<file path="src/rtl/mux_rr_arbiter_if.sv">
// mux_rr_arbiter_if
//   Groups the request/grant/data signals of the round-robin mux arbiter.
//   Signals:
//     req[3:0]      level request per requester
//     done[3:0]     release strobe per requester (owner's bit only counts)
//     data_in[3:0]  data bit per requester, routed through the mux
//     gnt[3:0]      one-hot grant
//     sel[1:0]      mux select (encoded owner)
//     valid         grant active
//     data_out      muxed data bit, forced to 0 when no grant
//     timeout       one-cycle pulse on forced release
//   Modports: master = requester side, slave = arbiter side.
interface mux_rr_arbiter_if;
    logic [3:0] req;
    logic [3:0] done;
    logic [3:0] data_in;
    logic [3:0] gnt;
    logic [1:0] sel;
    logic       valid;
    logic       data_out;
    logic       timeout;

    modport master (
        output req, done, data_in,
        input  gnt, sel, valid, data_out, timeout
    );

    modport slave (
        input  req, done, data_in,
        output gnt, sel, valid, data_out, timeout
    );
endinterface

</file>
<file path="src/rtl/mux_rr_arbiter.sv">
// four_bit_mux
//   4:1 single-bit multiplexer used as the arbiter datapath.
//   Ports: in0..in3 data inputs, sel 2-bit select, out selected bit.
module four_bit_mux (
    input  logic       in0,
    input  logic       in1,
    input  logic       in2,
    input  logic       in3,
    input  logic [1:0] sel,
    output logic       out
);
    always_comb begin
        out = in0;
        case (sel)
            2'd0: out = in0;
            2'd1: out = in1;
            2'd2: out = in2;
            2'd3: out = in3;
            default: out = in0;
        endcase
    end
endmodule

// mux_rr_arbiter
//   Round-robin arbiter sharing the four_bit_mux output among four
//   requesters. One owner at a time, forced release after MAX_HOLD grant
//   cycles (0 = unlimited), and a one-cycle gap between owners.
//   Ports:
//     clk    rising-edge clock
//     rst_n  asynchronous active-low reset
//     bus    mux_rr_arbiter_if.slave (req/done/data_in in; gnt/sel/valid/
//            data_out/timeout out)
module mux_rr_arbiter #(
    parameter int MAX_HOLD = 8
) (
    input  logic                clk,
    input  logic                rst_n,
    mux_rr_arbiter_if.slave     bus
);
    localparam int CW = (MAX_HOLD < 1) ? 1 : $clog2(MAX_HOLD + 1);
    localparam logic [CW-1:0] HOLD_LIM = CW'(MAX_HOLD);

    localparam logic [1:0] ST_IDLE  = 2'd0;
    localparam logic [1:0] ST_GRANT = 2'd1;
    localparam logic [1:0] ST_GAP   = 2'd2;

    logic [1:0]    r_state;
    logic [3:0]    r_gnt;
    logic [1:0]    r_sel;
    logic          r_valid;
    logic          r_timeout;
    logic [CW-1:0] r_count;
    logic [1:0]    r_ptr;

    logic [1:0]    w_winner;
    logic [1:0]    w_idx;
    logic          w_found;
    logic          w_any_req;
    logic          w_own_req;
    logic          w_own_done;
    logic          w_at_limit;
    logic          w_release;
    logic          w_mux_out;

    // Scan ptr+1, ptr+2, ptr+3, ptr so the last owner has lowest priority.
    always_comb begin
        w_winner = r_ptr;
        w_idx    = r_ptr;
        w_found  = 1'b0;
        for (int unsigned k = 1; k <= 4; k++) begin
            w_idx = r_ptr + k[1:0];
            if (!w_found && bus.req[w_idx]) begin
                w_found  = 1'b1;
                w_winner = w_idx;
            end
        end
    end

    assign w_any_req  = |bus.req;
    // r_sel equals the owner while in GRANT.
    assign w_own_req  = bus.req[r_sel];
    assign w_own_done = bus.done[r_sel];
    assign w_at_limit = (MAX_HOLD != 0) && (r_count == HOLD_LIM);
    assign w_release  = w_own_done | ~w_own_req | w_at_limit;

    always_ff @(posedge clk or negedge rst_n) begin
        if (!rst_n) begin
            r_state   <= ST_IDLE;
            r_gnt     <= '0;
            r_sel     <= '0;
            r_valid   <= 1'b0;
            r_timeout <= 1'b0;
            r_count   <= '0;
            r_ptr     <= 2'd3;
        end else begin
            r_timeout <= 1'b0;
            case (r_state)
                ST_GRANT: begin
                    if (w_release) begin
                        r_gnt     <= '0;
                        r_valid   <= 1'b0;
                        r_state   <= ST_GAP;
                        // Timeout only when the hold limit is the sole cause.
                        r_timeout <= w_at_limit & ~w_own_done & w_own_req;
                    end else if (MAX_HOLD != 0) begin
                        r_count <= r_count + CW'(1);
                    end
                end
                default: begin
                    // IDLE and GAP arbitrate identically; sel is left alone
                    // when nobody requests so the mux does not glitch.
                    if (w_any_req) begin
                        r_gnt   <= 4'b0001 << w_winner;
                        r_sel   <= w_winner;
                        r_valid <= 1'b1;
                        r_count <= CW'(1);
                        r_ptr   <= w_winner;
                        r_state <= ST_GRANT;
                    end else begin
                        r_state <= ST_IDLE;
                    end
                end
            endcase
        end
    end

    four_bit_mux u_mux (
        .in0 (bus.data_in[0]),
        .in1 (bus.data_in[1]),
        .in2 (bus.data_in[2]),
        .in3 (bus.data_in[3]),
        .sel (r_sel),
        .out (w_mux_out)
    );

    assign bus.gnt      = r_gnt;
    assign bus.sel      = r_sel;
    assign bus.valid    = r_valid;
    assign bus.timeout  = r_timeout;
    assign bus.data_out = r_valid & w_mux_out;
endmodule

</file>
<file path="src/flat_wrapper.sv">
// flat-port wrapper written by rule: the top's interface ports become plain ports
module mux_rr_arbiter_flat 
#(
    parameter int MAX_HOLD = 8
)
  (clk, rst_n, bus_req, bus_done, bus_data_in, bus_gnt, bus_sel, bus_valid, bus_data_out, bus_timeout);
  mux_rr_arbiter_if bus_i ();
  input  logic clk;
  input  logic rst_n;
  input wire logic [$bits(bus_i.req)-1:0] bus_req;
  input wire logic [$bits(bus_i.done)-1:0] bus_done;
  input wire logic [$bits(bus_i.data_in)-1:0] bus_data_in;
  output wire logic [$bits(bus_i.gnt)-1:0] bus_gnt;
  output wire logic [$bits(bus_i.sel)-1:0] bus_sel;
  output wire logic [$bits(bus_i.valid)-1:0] bus_valid;
  output wire logic [$bits(bus_i.data_out)-1:0] bus_data_out;
  output wire logic [$bits(bus_i.timeout)-1:0] bus_timeout;
  assign bus_i.req = bus_req;
  assign bus_i.done = bus_done;
  assign bus_i.data_in = bus_data_in;
  assign bus_gnt = bus_i.gnt;
  assign bus_sel = bus_i.sel;
  assign bus_valid = bus_i.valid;
  assign bus_data_out = bus_i.data_out;
  assign bus_timeout = bus_i.timeout;
  mux_rr_arbiter #(.MAX_HOLD(MAX_HOLD)) u_core (.clk(clk), .rst_n(rst_n), .bus(bus_i));
endmodule
</file>
<file path="config.mk">
export PLATFORM = sky130hd
export DESIGN_NAME = mux_rr_arbiter_flat
export DESIGN_NICKNAME = d
export VERILOG_FILES = /design/src/rtl/mux_rr_arbiter_if.sv /design/src/rtl/mux_rr_arbiter.sv /design/src/flat_wrapper.sv
export SDC_FILE = /design/constraint.sdc
export NUM_CORES = 1
export LEC_CHECK = 0
export ABC_CLOCK_PERIOD_IN_PS = 1660
export CAP_MARGIN = 20
export CORE_UTILIZATION = 29
export CTS_BUF_LIST = sky130_fd_sc_hd__clkbuf_2
export DETAILED_ROUTE_END_ITERATION = 6
export HOLD_SLACK_MARGIN = 0.03
export PLACE_DENSITY_LB_ADDON = 0.15
export SYNTH_ARGS = -nofsm -noshare
export SYNTH_HDL_FRONTEND = slang
export SYNTH_SLANG_ARGS = --single-unit
</file>
<file path="constraint.sdc">
create_clock -name clk -period 1.66 [get_ports clk]
set_input_delay 0.166 -clock clk [delete_from_list [all_inputs] [get_ports clk]]
set_output_delay 0.166 -clock clk [all_outputs]
set_load 0.02 [all_outputs]
</file>
==> metrics.txt, run 1 <==
final cell count without fillers=between 150 and 200; dpl cells=152; root buffer cell=clkbuf_2; grt ovf=0; Cell Area, Synth=841 um2; final net count=144; Max VDD drop=~0.00086 V; Post-Syn Area per Cell=between 10 and 15 um2; Initial Util=0.305; Post-Layout Inst Area=about 1300 um2; Synth warnings=0; Max-slew headroom=0.817; Hold WC Path Type=input pin to asynchronous set/reset pin; CP cell instances=mux4_2 -> or3_4 -> mux2_4; worst r2r path cells=3; Register Area=404 um2; Worst Max-Slew Pin Slew=about 0.27 ns; vias per inst=between 4 and 5; largest net degree at the start of global routing=17; drc violations=0; post-DP HPWL=about 1.5 mm; Critical Path Max Stage Delay=roughly 0.52 ns; final setup vio count=1; Max Cap Viol=0; P per Cell Area=1720 nW/um2; fillers=roughly 270; CTS clock-pin slew for the worst setup and hold paths=roughly 0.17 ns; RSZ-0062 raised after global routing=yes; Setup CP Type=register to register; RR Startpoint=u_core.bus.sel[1]$_DFFE_PN0P_; Max clock buf depth=2; clk_lat worst skew=roughly 0.3 ns; Period Utilization, post-route=1.02; area of the multi-input gates=455 um2; flops & latches, synth=16; register area share after synthesis=0.479; CP endpoint kind=register; CP Data Required Time=~1.9 ns; first-pass GRT wire length=between 3 and 4 mm; core area=roughly 2800 um2; CTS Buf Count=3; DR WL/cell=~13 um; Routed WL=approximately 2 mm; initial antenna violation count=0; # diodes=0; Tot Pwr=between 2 and 2.5 mW; Boundary Pins=23; commonest non-fill, non-tap cell in the layout=buf_4; leak pwr=between 0.6 and 0.7 nW; Syn Nets=98; synth-to-layout area growth=57.9%; critical path arrival=roughly 1.9 ns; Fmax=0.590 GHz; row cnt=19; vias in the first global route=between 700 and 800; setup ws final=-0.0345 ns; htree depth=1; fraction of layout cells with a size suffix above 1=0.307; outcome=finished with violations; Worst Skew=between 0.003 and 0.004 ns; CP Launch Point=u_core.bus.sel[1]$_DFFE_PN0P_; Netlist cell types=29; DR vias=around 760; cts hold-fix bufs=0; slowest CP cell=mux4_2; full die area=between 3000 and 4000 um2; TritonRoute pass-1 iters=4; Total GRT Usage=0.143; most frequent cells in the layout=22 x buf_4, 19 x clkdlybuf4s50_1, 13 x dfrtp_1; CTS Sinks=16; IO Port Bufs=22; CTS tree=done; reg2reg end=u_core.r_count[1]$_DFFE_PN0P_; Startpoint Class=register; DIE WIDTH=between 50 and 60 um; fin crit period=between 1.5 and 2 ns; Fin. Hold Viols=0; Die Ht=around 56 um; Slew Limit Fails=0; synthesized instance count=a little over 80; R2R setup slack=-0.03 ns; cell area after placement=about 1200 um2; ANT nets after route=0; final weighted congestion in routability-driven placement=approximately 0.85; Max FO, Critical Path=4; Critical Path End=u_core.r_count[1]$_DFFE_PN0P_; failing checks=negative setup slack; initial DRC count=12
-- critical path, delay by kind of cell (launching register included) --
family           cells  cell delay (ns)
multiplexers         2             0.82
flip-flops           1             0.42
AND/OR/NAND/NOR      1             0.37
-- synth_stat cells (all sizes together) --
master,n,area share
nor3b,1,0.0089
or3,3,0.028
inv,5,0.022
nor2,6,0.027
o311ai,1,0.010
and2,2,0.015
nor3,1,0.0059
nand2b,6,0.045
mux4,2,0.054
nand4,1,0.0074
dfstp,2,0.062
ha,2,0.030
nor4,1,0.0074
o31ai,3,0.027
mux2i,2,0.024
a21oi,4,0.024
o211ai,1,0.0089
o22ai,1,0.0074
nor2b,2,0.015
and3b,1,0.010
dfrtp,14,0.42
o21a,3,0.027
o32ai,3,0.031
or4,1,0.0089
clkbuf,3,0.013
mux2,1,0.018
o21ai,1,0.0059
nand2,9,0.040
-- timing repair --
action / in CTS / in global routing
setup endpoints to repair: 5 / 10
pin swaps: 0 / 3
buffers inserted: 3 / 0
gates resized for setup: 5 / 11
-- registers in the layout (all words and copies together) (netlist names) --
name                flops
u_core.bus.gnt          4
u_core.bus.sel          2
u_core.bus.timeout      1
u_core.bus.valid        1
u_core.r_count          4
u_core.r_ptr            2
u_core.r_state          2
-- final cells by class --
cell class | instances | area share
multi-input combinational | 58 | 0.343
sequential | 16 | 0.304
timing repair buffer | 44 | 0.295
tap | 31 | 0.0292
inverter | 5 | 0.0141
clock buffer | 3 | 0.0113
clock inverter | 1 | 0.00283
-- logic make-up (layout without fill, tap and decap cells) --
kind of cell,after synthesis,count (layout),synth area share
compound gates,17,17,0.141
fa+ha+maj,2,2,0.0298
buf+inv,8,53,0.0357
flops,16,16,0.479
mux,5,5,0.0952
simple gates,34,34,0.219
-- per-layer routing --
layer	part of all wire	track usage	vias up	wire length, um
met5	0	0	-	0
met4	0.0084	0.0314	0	17
met3	0.041	0.0488	2	82
met2	0.48	0.231	15	964
met1	0.47	0.186	361	956
li1	-	-	386	-
-- metrics by stage --
step	setup slack (ns)	utilization	hold WS [ns]	setup TNS, ns
finish	-0.0345	0.481	0.148	-0.0345
detailed placement	-0.375	0.450	0.479	-3.87
CTS	-0.0567	0.463	0.142	-0.0818
global route	-0.101	0.481	0.138	-0.273
floorplan	-0.135	-	-0.130	-0.135
global placement	-0.343	0.450	0.482	-3.51
-- worst min-delay path by stage --
stage                                         end  slack [ns]
detailed placement  u_core.r_count[3]$_DFFE_PN0P_        0.48
global placement    u_core.r_count[3]$_DFFE_PN0P_        0.48
floorplan           u_core.bus.gnt[0]$_DFFE_PN0P_       -0.13
CTS                 u_core.bus.gnt[1]$_DFFE_PN0P_        0.14
finish              u_core.r_count[1]$_DFFE_PN0P_        0.15
global route        u_core.bus.gnt[1]$_DFFE_PN0P_        0.14
-- where the power goes --
| part | total [mW] | switching, mW | internal, mW |
|---|---|---|---|
| Sequential | 0.643 | 0.0899 | 0.553 |
| Combinational | 1.45 | 0.661 | 0.785 |
| Clock | 0.191 | 0.139 | 0.0524 |
Note: power is estimated with default switching activity, not from simulation.
==> inputs of run 2 (changes only) <==
SETUP_SLACK_MARGIN = 0.5   (was default)
==> metrics.txt, run 2 (synthesis gave the netlist of run 1 again) <==
synth-to-layout area growth=76.8% (was 57.9%); commonest non-fill, non-tap cell in the layout=buf_4 (unchanged); R2R setup slack=-0.08 ns (was -0.03 ns); full die area=3120 um2 (unchanged); drc violations=0 (unchanged); final weighted congestion in routability-driven placement=0.790 (was 0.848); post-DP HPWL=1.59 mm (was 1.49 mm); Worst Max-Slew Pin Slew=0.463 ns (was 0.272 ns); initial DRC count=12 (unchanged); CP endpoint kind=register (unchanged); CTS tree=done (unchanged); Tot Pwr=2.67 mW (was 2.28 mW); dpl cells=147 (was 152); htree depth=1 (unchanged); Max Cap Viol=0 (unchanged); final cell count without fillers=165 (was 158); TritonRoute pass-1 iters=4 (unchanged); IO Port Bufs=22 (unchanged); DIE WIDTH=55.8 um (unchanged); most frequent cells in the layout=18 x buf_4, 13 x buf_6, 12 x dfrtp_1 (was 22 x buf_4, 19 x clkdlybuf4s50_1, 13 x dfrtp_1); Setup CP Type=register to register (unchanged); RSZ-0062 raised after global routing=yes (unchanged); # diodes=0 (unchanged); Top delay family on crit path=multiplexers (unchanged); Fin. Hold Viols=0 (unchanged); outcome=finished with violations (unchanged); grt ovf=0 (unchanged); clk_lat worst skew=0.31 ns (was 0.30 ns); largest net degree at the start of global routing=17 (unchanged); Startpoint Class=register (unchanged); Setup WS pre-CTS=-0.344 ns (was -0.375 ns); CTS Sinks=16 (unchanged); cts hold-fix bufs=0 (unchanged); RR Startpoint=u_core.bus.sel[1]$_DFFE_PN0P_ (unchanged); DR WL/cell=15.0 um (was 12.8 um); P per Cell Area=1800 nW/um2 (was 1720 nW/um2); Die Ht=55.8 um (unchanged); Fmax=0.575 GHz (was 0.590 GHz); CP cell instances=mux4_2 -> or3_4 -> mux2_4 (unchanged); first-pass GRT wire length=3.92 mm (was 3.46 mm); setup ws final=-0.0793 ns (was -0.0345 ns); Max VDD drop=0.000932 V (was 0.000858 V); core area=2760 um2 (unchanged); initial antenna violation count=0 (unchanged); DR vias=844 (was 764); root buffer cell=clkbuf_2 (unchanged); utilization after layout=0.539 (was 0.481); Period Utilization, post-route=1.05 (was 1.02); Initial Util=0.305 (unchanged); cell area after placement=1230 um2 (was 1240 um2); final setup vio count=3 (was 1); vias in the first global route=879 (was 764); Slew Limit Fails=0 (unchanged); CP Data Required Time=1.86 ns (was 1.88 ns); ANT nets after route=0 (unchanged); fin crit period=1.74 ns (was 1.69 ns); row cnt=19 (unchanged); Max FO, Critical Path=3 (was 4); Hold WC Path Type=input pin to asynchronous set/reset pin (unchanged); CTS Buf Count=3 (unchanged); reg2reg end=u_core.r_count[1]$_DFFE_PN0P_ (unchanged); Routed WL=2.48 mm (was 2.02 mm); leak pwr=0.671 nW (was 0.601 nW); Max-slew headroom=0.691 (was 0.817); failing checks=negative setup slack (unchanged); final net count=151 (was 144); critical path arrival=1.94 ns (was 1.91 ns); vias per inst=5.12 (was 4.84); worst r2r path cells=3 (unchanged); Max clock buf depth=2 (unchanged); fraction of layout cells with a size suffix above 1=0.530 (was 0.307); Boundary Pins=23 (unchanged); Worst Skew=0.0128 ns (was 0.00361 ns); Post-Layout Inst Area=1490 um2 (was 1330 um2); CP Buf/Inv Count=0 (unchanged); Critical Path Max Stage Delay=0.54 ns (was 0.52 ns); CTS clock-pin slew for the worst setup and hold paths=0.17 ns (about the same); slowest CP cell=mux4_2 (unchanged); Total GRT Usage=0.165 (was 0.143)
## run 2: repair_timing
item                       CTS  global route
setup buffers               10             3
pin swaps                    9             1
gates cloned                 1             0
setup endpoints to repair   25            23
gates resized for setup     67            12
## run 2: worst max path at each step
stage / from / to / slack (ns) / cells past startpoint
after floorplan: u_core.bus.sel[1]$_DFFE_PN0P_ / u_core.r_count[1]$_DFFE_PN0P_ / -0.13 / 3
after CTS: u_core.bus.sel[1]$_DFFE_PN0P_ / u_core.r_count[1]$_DFFE_PN0P_ / -0.08 / 3
final: u_core.bus.sel[1]$_DFFE_PN0P_ / u_core.r_count[1]$_DFFE_PN0P_ / -0.08 / 3
after global placement: bus_req[1] / u_core.bus.gnt[1]$_DFFE_PN0P_ / -0.29 / 6
after detailed placement: bus_req[1] / u_core.r_count[1]$_DFFE_PN0P_ / -0.34 / 5
after global routing: u_core.bus.sel[1]$_DFFE_PN0P_ / u_core.r_count[1]$_DFFE_PN0P_ / -0.09 / 3
## run 2: report_power, final
group / internal (mW) / switching (mW)
Combinational: 0.987 / 0.826
Clock: 0.0524 / 0.134
Sequential: 0.557 / 0.114
## run 2: per-layer routing
metal	vias up	GRT usage	wire [um]
met3	6	0.0512	107
met5	-	0	0
met4	0	0.0662	52
met1	408	0.156	937
li1	401	-	-
met2	29	0.324	1380
## run 2: final cells by class
type | count | area [um2]
fillers | 269 | 1270
multi-input cells | 59 | 566
repair buffers | 50 | 439
flip-flops and latches | 16 | 405
well taps | 31 | 38.8
inverters | 5 | 18.8
clock buffers | 3 | 15.0
clock inverters | 1 | 3.75
## run 2: stage by stage
step                      TNS [ns]  hold WS [ns]
after floorplan             -0.165        -0.130
after global placement       -3.41         0.473
after detailed placement     -4.03         0.485
after CTS                   -0.192         0.155
after global routing        -0.247         0.162
final                       -0.135         0.156
==> inputs of run 3 (changes only) <==
CORE_UTILIZATION = 44   (was 29)
PLACE_DENSITY = 0.77   (was default)
PLACE_DENSITY_LB_ADDON = default   (was 0.15)
==> metrics.txt, run 3 (synthesis gave the netlist of run 1 again) <==
CTS Buf Count=3 (unchanged); synth-to-layout area growth=70.1% (was 76.8%); Fin. Hold Viols=0 (unchanged); CTS Sinks=16 (unchanged); final net count=148 (was 151); CP Data Required Time=1.89 ns (was 1.86 ns); Comb power frac=0.667 (was 0.679); met2 routed WL=1.40 mm (was 1.38 mm); NetSw=1.07 mW (about the same); ANT nets after route=0 (unchanged); root buffer cell=clkbuf_2 (unchanged); vias in the first global route=811 (was 879); clk_lat worst skew=0.32 ns (was 0.31 ns); # diodes=0 (unchanged); final setup vio count=5 (was 3); met1 WL=1.08 mm (was 937 um); outcome=finished with violations (unchanged); TritonRoute pass-1 iters=4 (unchanged); Power Internal=1.50 mW (was 1.60 mW); RR Startpoint=u_core.bus.sel[1]$_DFFE_PN0P_ (unchanged); Boundary Pins=23 (unchanged); htree depth=1 (unchanged); Worst Skew=0.0128 ns (about the same); full die area=2090 um2 (was 3120 um2); cell area after placement=1200 um2 (was 1230 um2); CTS clock-pin slew for the worst setup and hold paths=0.18 ns (was 0.17 ns); failing checks=negative setup slack (unchanged); Hold WC Path Type=input pin to asynchronous set/reset pin (unchanged); CP endpoint kind=register (unchanged); Routed WL=2.68 mm (was 2.48 mm); Worst Max-Slew Pin Slew=0.486 ns (was 0.463 ns); sequential power share=0.257 (was 0.251); initial antenna violation count=0 (unchanged); DR WL/cell=17.2 um (was 15.0 um); DIE WIDTH=45.7 um (was 55.8 um); fin crit period=1.70 ns (was 1.74 ns); RSZ-0062 raised after global routing=yes (unchanged); fraction of layout cells with a size suffix above 1=0.519 (was 0.530); Post-Layout Inst Area=1430 um2 (was 1490 um2); row cnt=15 (was 19); grt ovf=0 (unchanged); highest routed layer=met4 (unchanged); P per Cell Area=1800 nW/um2 (about the same); final weighted congestion in routability-driven placement=0.857 (was 0.790); CTS tree=done (unchanged); Max FO, Critical Path=4 (was 3); reg2reg end=u_core.r_count[1]$_DFFE_PN0P_ (unchanged); Setup CP Type=register to register (unchanged); slowest CP cell=mux4_2 (unchanged); drc violations=0 (unchanged); initial DRC count=18 (was 12); commonest non-fill, non-tap cell in the layout=buf_4 (unchanged); vias per inst=5.62 (was 5.12); Max Cap Viol=0 (unchanged); first-pass GRT wire length=3.54 mm (was 3.92 mm); Max VDD drop=0.00132 V (was 0.000932 V); worst r2r path cells=3 (unchanged); DR vias=876 (was 844); Startpoint Class=register (unchanged); Max-slew headroom=0.675 (was 0.691); largest net degree at the start of global routing=17 (unchanged); setup ws final=-0.0394 ns (was -0.0793 ns); Fmax=0.588 GHz (was 0.575 GHz); fillers=115 (was 269); R2R setup slack=-0.04 ns (was -0.08 ns); Total GRT Usage=0.244 (was 0.165); met3 WL post-DR=105 um (was 107 um); Critical Path Max Stage Delay=0.51 ns (was 0.54 ns); final cell count without fillers=156 (was 165); post-DP HPWL=1.47 mm (was 1.59 mm); Initial Util=0.477 (was 0.305); Period Utilization, post-route=1.02 (was 1.05); leak pwr=0.646 nW (was 0.671 nW); critical path arrival=1.93 ns (was 1.94 ns); most frequent cells in the layout=16 x buf_4, 12 x buf_6, 12 x dfrtp_1 (was 18 x buf_4, 13 x buf_6, 12 x dfrtp_1); CP cell instances=mux4_2 -> or3_4 -> mux2_4 (unchanged); sw frac=0.417 (was 0.402); Slew Limit Fails=0 (unchanged); Clk pwr share=0.076 (was 0.070); Max clock buf depth=2 (unchanged); core area=1760 um2 (was 2760 um2); Die Ht=45.7 um (was 55.8 um); IO Port Bufs=22 (unchanged); dpl cells=139 (was 147)
==> run 3: final cells by class <==
| cell class | count | area (um2) | area share |
|---|---|---|---|
| Tap cell | 25 | 31.3 | 0.0219 |
| Clock inverter | 1 | 3.75 | 0.00262 |
| Inverter | 5 | 18.8 | 0.0131 |
| Clock buffer | 3 | 15.0 | 0.0105 |
| Multi-Input combinational cell | 59 | 544 | 0.381 |
| Timing Repair Buffer | 47 | 412 | 0.288 |
| Sequential cell | 16 | 405 | 0.283 |
==> run 3: how the worst max path moves through the flow <==
stage / depth (start not counted) / start / slack [ns] / to
finish: 3 / u_core.bus.sel[1]$_DFFE_PN0P_ / -0.04 / u_core.r_count[1]$_DFFE_PN0P_
global route: 3 / u_core.bus.sel[1]$_DFFE_PN0P_ / -0.07 / u_core.r_count[1]$_DFFE_PN0P_
CTS: 3 / u_core.bus.sel[1]$_DFFE_PN0P_ / -0.03 / u_core.r_count[1]$_DFFE_PN0P_
detailed placement: 5 / bus_req[3] / -0.42 / u_core.r_count[1]$_DFFE_PN0P_
global placement: 5 / bus_req[3] / -0.36 / u_core.r_count[1]$_DFFE_PN0P_
floorplan: 3 / u_core.bus.sel[1]$_DFFE_PN0P_ / -0.13 / u_core.r_count[1]$_DFFE_PN0P_
==> run 3: power by group through the flow <==
stage	Clock [mW]	Sequential [mW]	Combinational [mW]
floorplan	0	0.736	0.660
global placement	0	0.665	1.14
detailed placement	0	0.671	1.16
CTS	0.185	0.654	1.53
global route	0.210	0.679	1.82
finish	0.195	0.662	1.72
==> run 3: worst max-delay path: cells and delay by family (launching register included) <==
family	cells	cell delay (ns)
and+or+nand+nor	1	0.38
DFF	1	0.42
muxes	2	0.81
==> run 3: repair_timing <==
action	in CTS	in global routing
setup endpoints to repair	25	25
pin swaps	9	7
buffers inserted	7	5
hold buffers	0	0
hold endpoints to repair	0	0
gates resized for setup	60	16
cloned	1	0
==> run 3: stage by stage <==
stage | hold WS, ns | setup WS, ns | total power, mW | setup TNS [ns] | util
after detailed placement | 0.479 | -0.423 | 1.83 | -4.29 | 0.683
final | 0.136 | -0.0394 | 2.58 | -0.106 | 0.811
after global routing | 0.138 | -0.0652 | 2.71 | -0.331 | 0.811
after CTS | 0.174 | -0.0311 | 2.37 | -0.0444 | 0.787
after global placement | 0.472 | -0.361 | 1.80 | -3.59 | 0.683
after floorplan | -0.130 | -0.134 | 1.40 | -0.165 | -
==> run 3: per-layer routing <==
metal,up-vias,track usage
met5,-,0
met4,0,0.0765
met3,12,0.0397
met1,430,0.301
li1,391,-
met2,43,0.431
==> variant: new RTL, config.mk and constraints of run 2 <==
`MAX_HOLD` is set to 8 in 2 places; all go to 16.
--- a/src/rtl/mux_rr_arbiter.sv
+++ b/src/rtl/mux_rr_arbiter.sv
@@ -32,5 +32,5 @@
 //            data_out/timeout out)
 module mux_rr_arbiter #(
-    parameter int MAX_HOLD = 8
+    parameter int MAX_HOLD = 16
 ) (
     input  logic                clk,
--- a/src/flat_wrapper.sv
+++ b/src/flat_wrapper.sv
@@ -2,5 +2,5 @@
 module mux_rr_arbiter_flat 
 #(
-    parameter int MAX_HOLD = 8
+    parameter int MAX_HOLD = 16
 )
   (clk, rst_n, bus_req, bus_done, bus_data_in, bus_gnt, bus_sel, bus_valid, bus_data_out, bus_timeout);
Formal check against the unedited RTL: not equivalent (Yosys sat finds a counterexample within 10 cycles, from zero or initial values and one cycle with rst_n low).
==> variant against run 2 <==
The run ends with design-rule violations, negative setup slack left. Clock skew is 0.0074 ns lower. Cell area shrank 2.7%. Power is 7.1% lower. Sequential cell count increased by 1. Non-clock buffer count decreased by 4. Setup slack better by 0.036 ns. Largest power group unchanged. Synthesized cell count is 7.3% higher. Critical path type unchanged. Area after synthesis up 6.4%. Routed wire length increased by 2.1%. Largest cell class unchanged.
==> variant: results (changes against run 2) <==
[detailed_routing]
drt-pass1-iter-count = 6  ; +2
drc = 1  ; +1

[cells_and_area]
nNetsFinal = 153  ; +1.3%
num-fill-cells = 268  ; -0.37%
layout-drive-gt1-share_pct = 49.3  ; -3.7 points

[sta]
hold_slack_ns = 0.176  ; +0.0198 ns
setup_viol = 2  ; -1
fin_ws_ns = -0.0430  ; +0.0363 ns
clock_skew_ns = 0.00540  ; -0.00736 ns

[yosys]
synth_area_leaders = dfrtp_1 42%, dfstp_2 5.9%, mux4_2 5.0%
ys_seq_area_share_pct = 47.8  ; -0.084 points
synth_nets = 104  ; +6.1%
synthesis.instances = 88  ; +7.3%
synthDistinctLibCells = 28  ; -3.4%

[critical_path]
cp.arrival_ns = 1.92  ; -0.02 ns
cp_slowest_stage_delay_ns = 0.51  ; -0.03 ns
reg2reg_depth = 4  ; +1

[status]
status = finished, violations left
violations = design-rule violations, negative setup slack

[placed_design]
preCtsSetupSlack_ns = -0.341  ; +0.00267 ns
dpl-instance-area_sq_mm = 0.00130  ; +6.2%
routabilityCongestion = 0.757  ; -4.3%
dp_hpwl_um = 1740  ; +9.4%

[power]
vdd_drop_max_uv = 858  ; -7.9%
p_int_uw = 1470  ; -7.9%
p_leak_uw = 0.000657  ; -2.2%

[global_route]
grt_max_degree = 18  ; +1
grt_use_total_pct = 16.8  ; +0.30 points

[cts]
post_cts_buffers = 3  ; -7

==> variant: layer usage <==
layer  routed length, um  share of wire [%]  up-vias  track usage (%)
met5                   0                  0        -                0
li1                    -                  -      414                -
met1                1110                 44      414             20.9
met4                   0                  0        0             2.09
met3                  71                2.8        0             4.08
met2                1350                 53       11             30.1
==> variant: worst reg2reg max path, stage by stage, from the launching register on <==
cell and delay (ns):
dfrtp_2 0.42, mux4_2 0.51, or3_4 0.37, buf_4 0.15
o31ai_2 0.17
==> variant: worst max-delay path by stage <==
stage / endpoint / slack (ns) / cells after the start
4_1_cts: u_core.r_count[1] / -0.05 / 3
3_5_place_dp: u_core.bus.gnt[1] / -0.34 / 6
5_1_grt: u_core.r_count[2] / -0.09 / 4
3_3_place_gp: u_core.bus.gnt[1] / -0.35 / 6
6_report: u_core.r_count[2] / -0.04 / 4
2_1_floorplan: u_core.r_count[1] / -0.15 / 3
==> variant: cells by family after synthesis <==
group | synth area share (%)
flops | 47.8
buf+inv | 3.36
simple gates | 22.8
compound gates | 14.3
mux | 8.95
fa+ha+maj | 2.80
==> variant: area by class of cell <==
class / instances / area share [%]
Multi-Input combinational cell: 64 / 38.8
Clock buffer: 3 / 1.04
Clock inverter: 1 / 0.346
Timing Repair Buffer: 46 / 26.1
Sequential cell: 17 / 29.8
Inverter: 5 / 1.30
Tap cell: 31 / 2.68
==> variant: power by group through the flow <==
| stage | Clock [uW] | Sequential (uW) | Combinational (uW) |
|---|---|---|---|
| 3_3_place_gp | 0 | 690 | 1260 |
| 4_1_cts | 208 | 677 | 1470 |
| 2_1_floorplan | 0 | 761 | 676 |
| 6_report | 190 | 681 | 1610 |
| 3_5_place_dp | 0 | 690 | 1280 |
| 5_1_grt | 226 | 701 | 1720 |
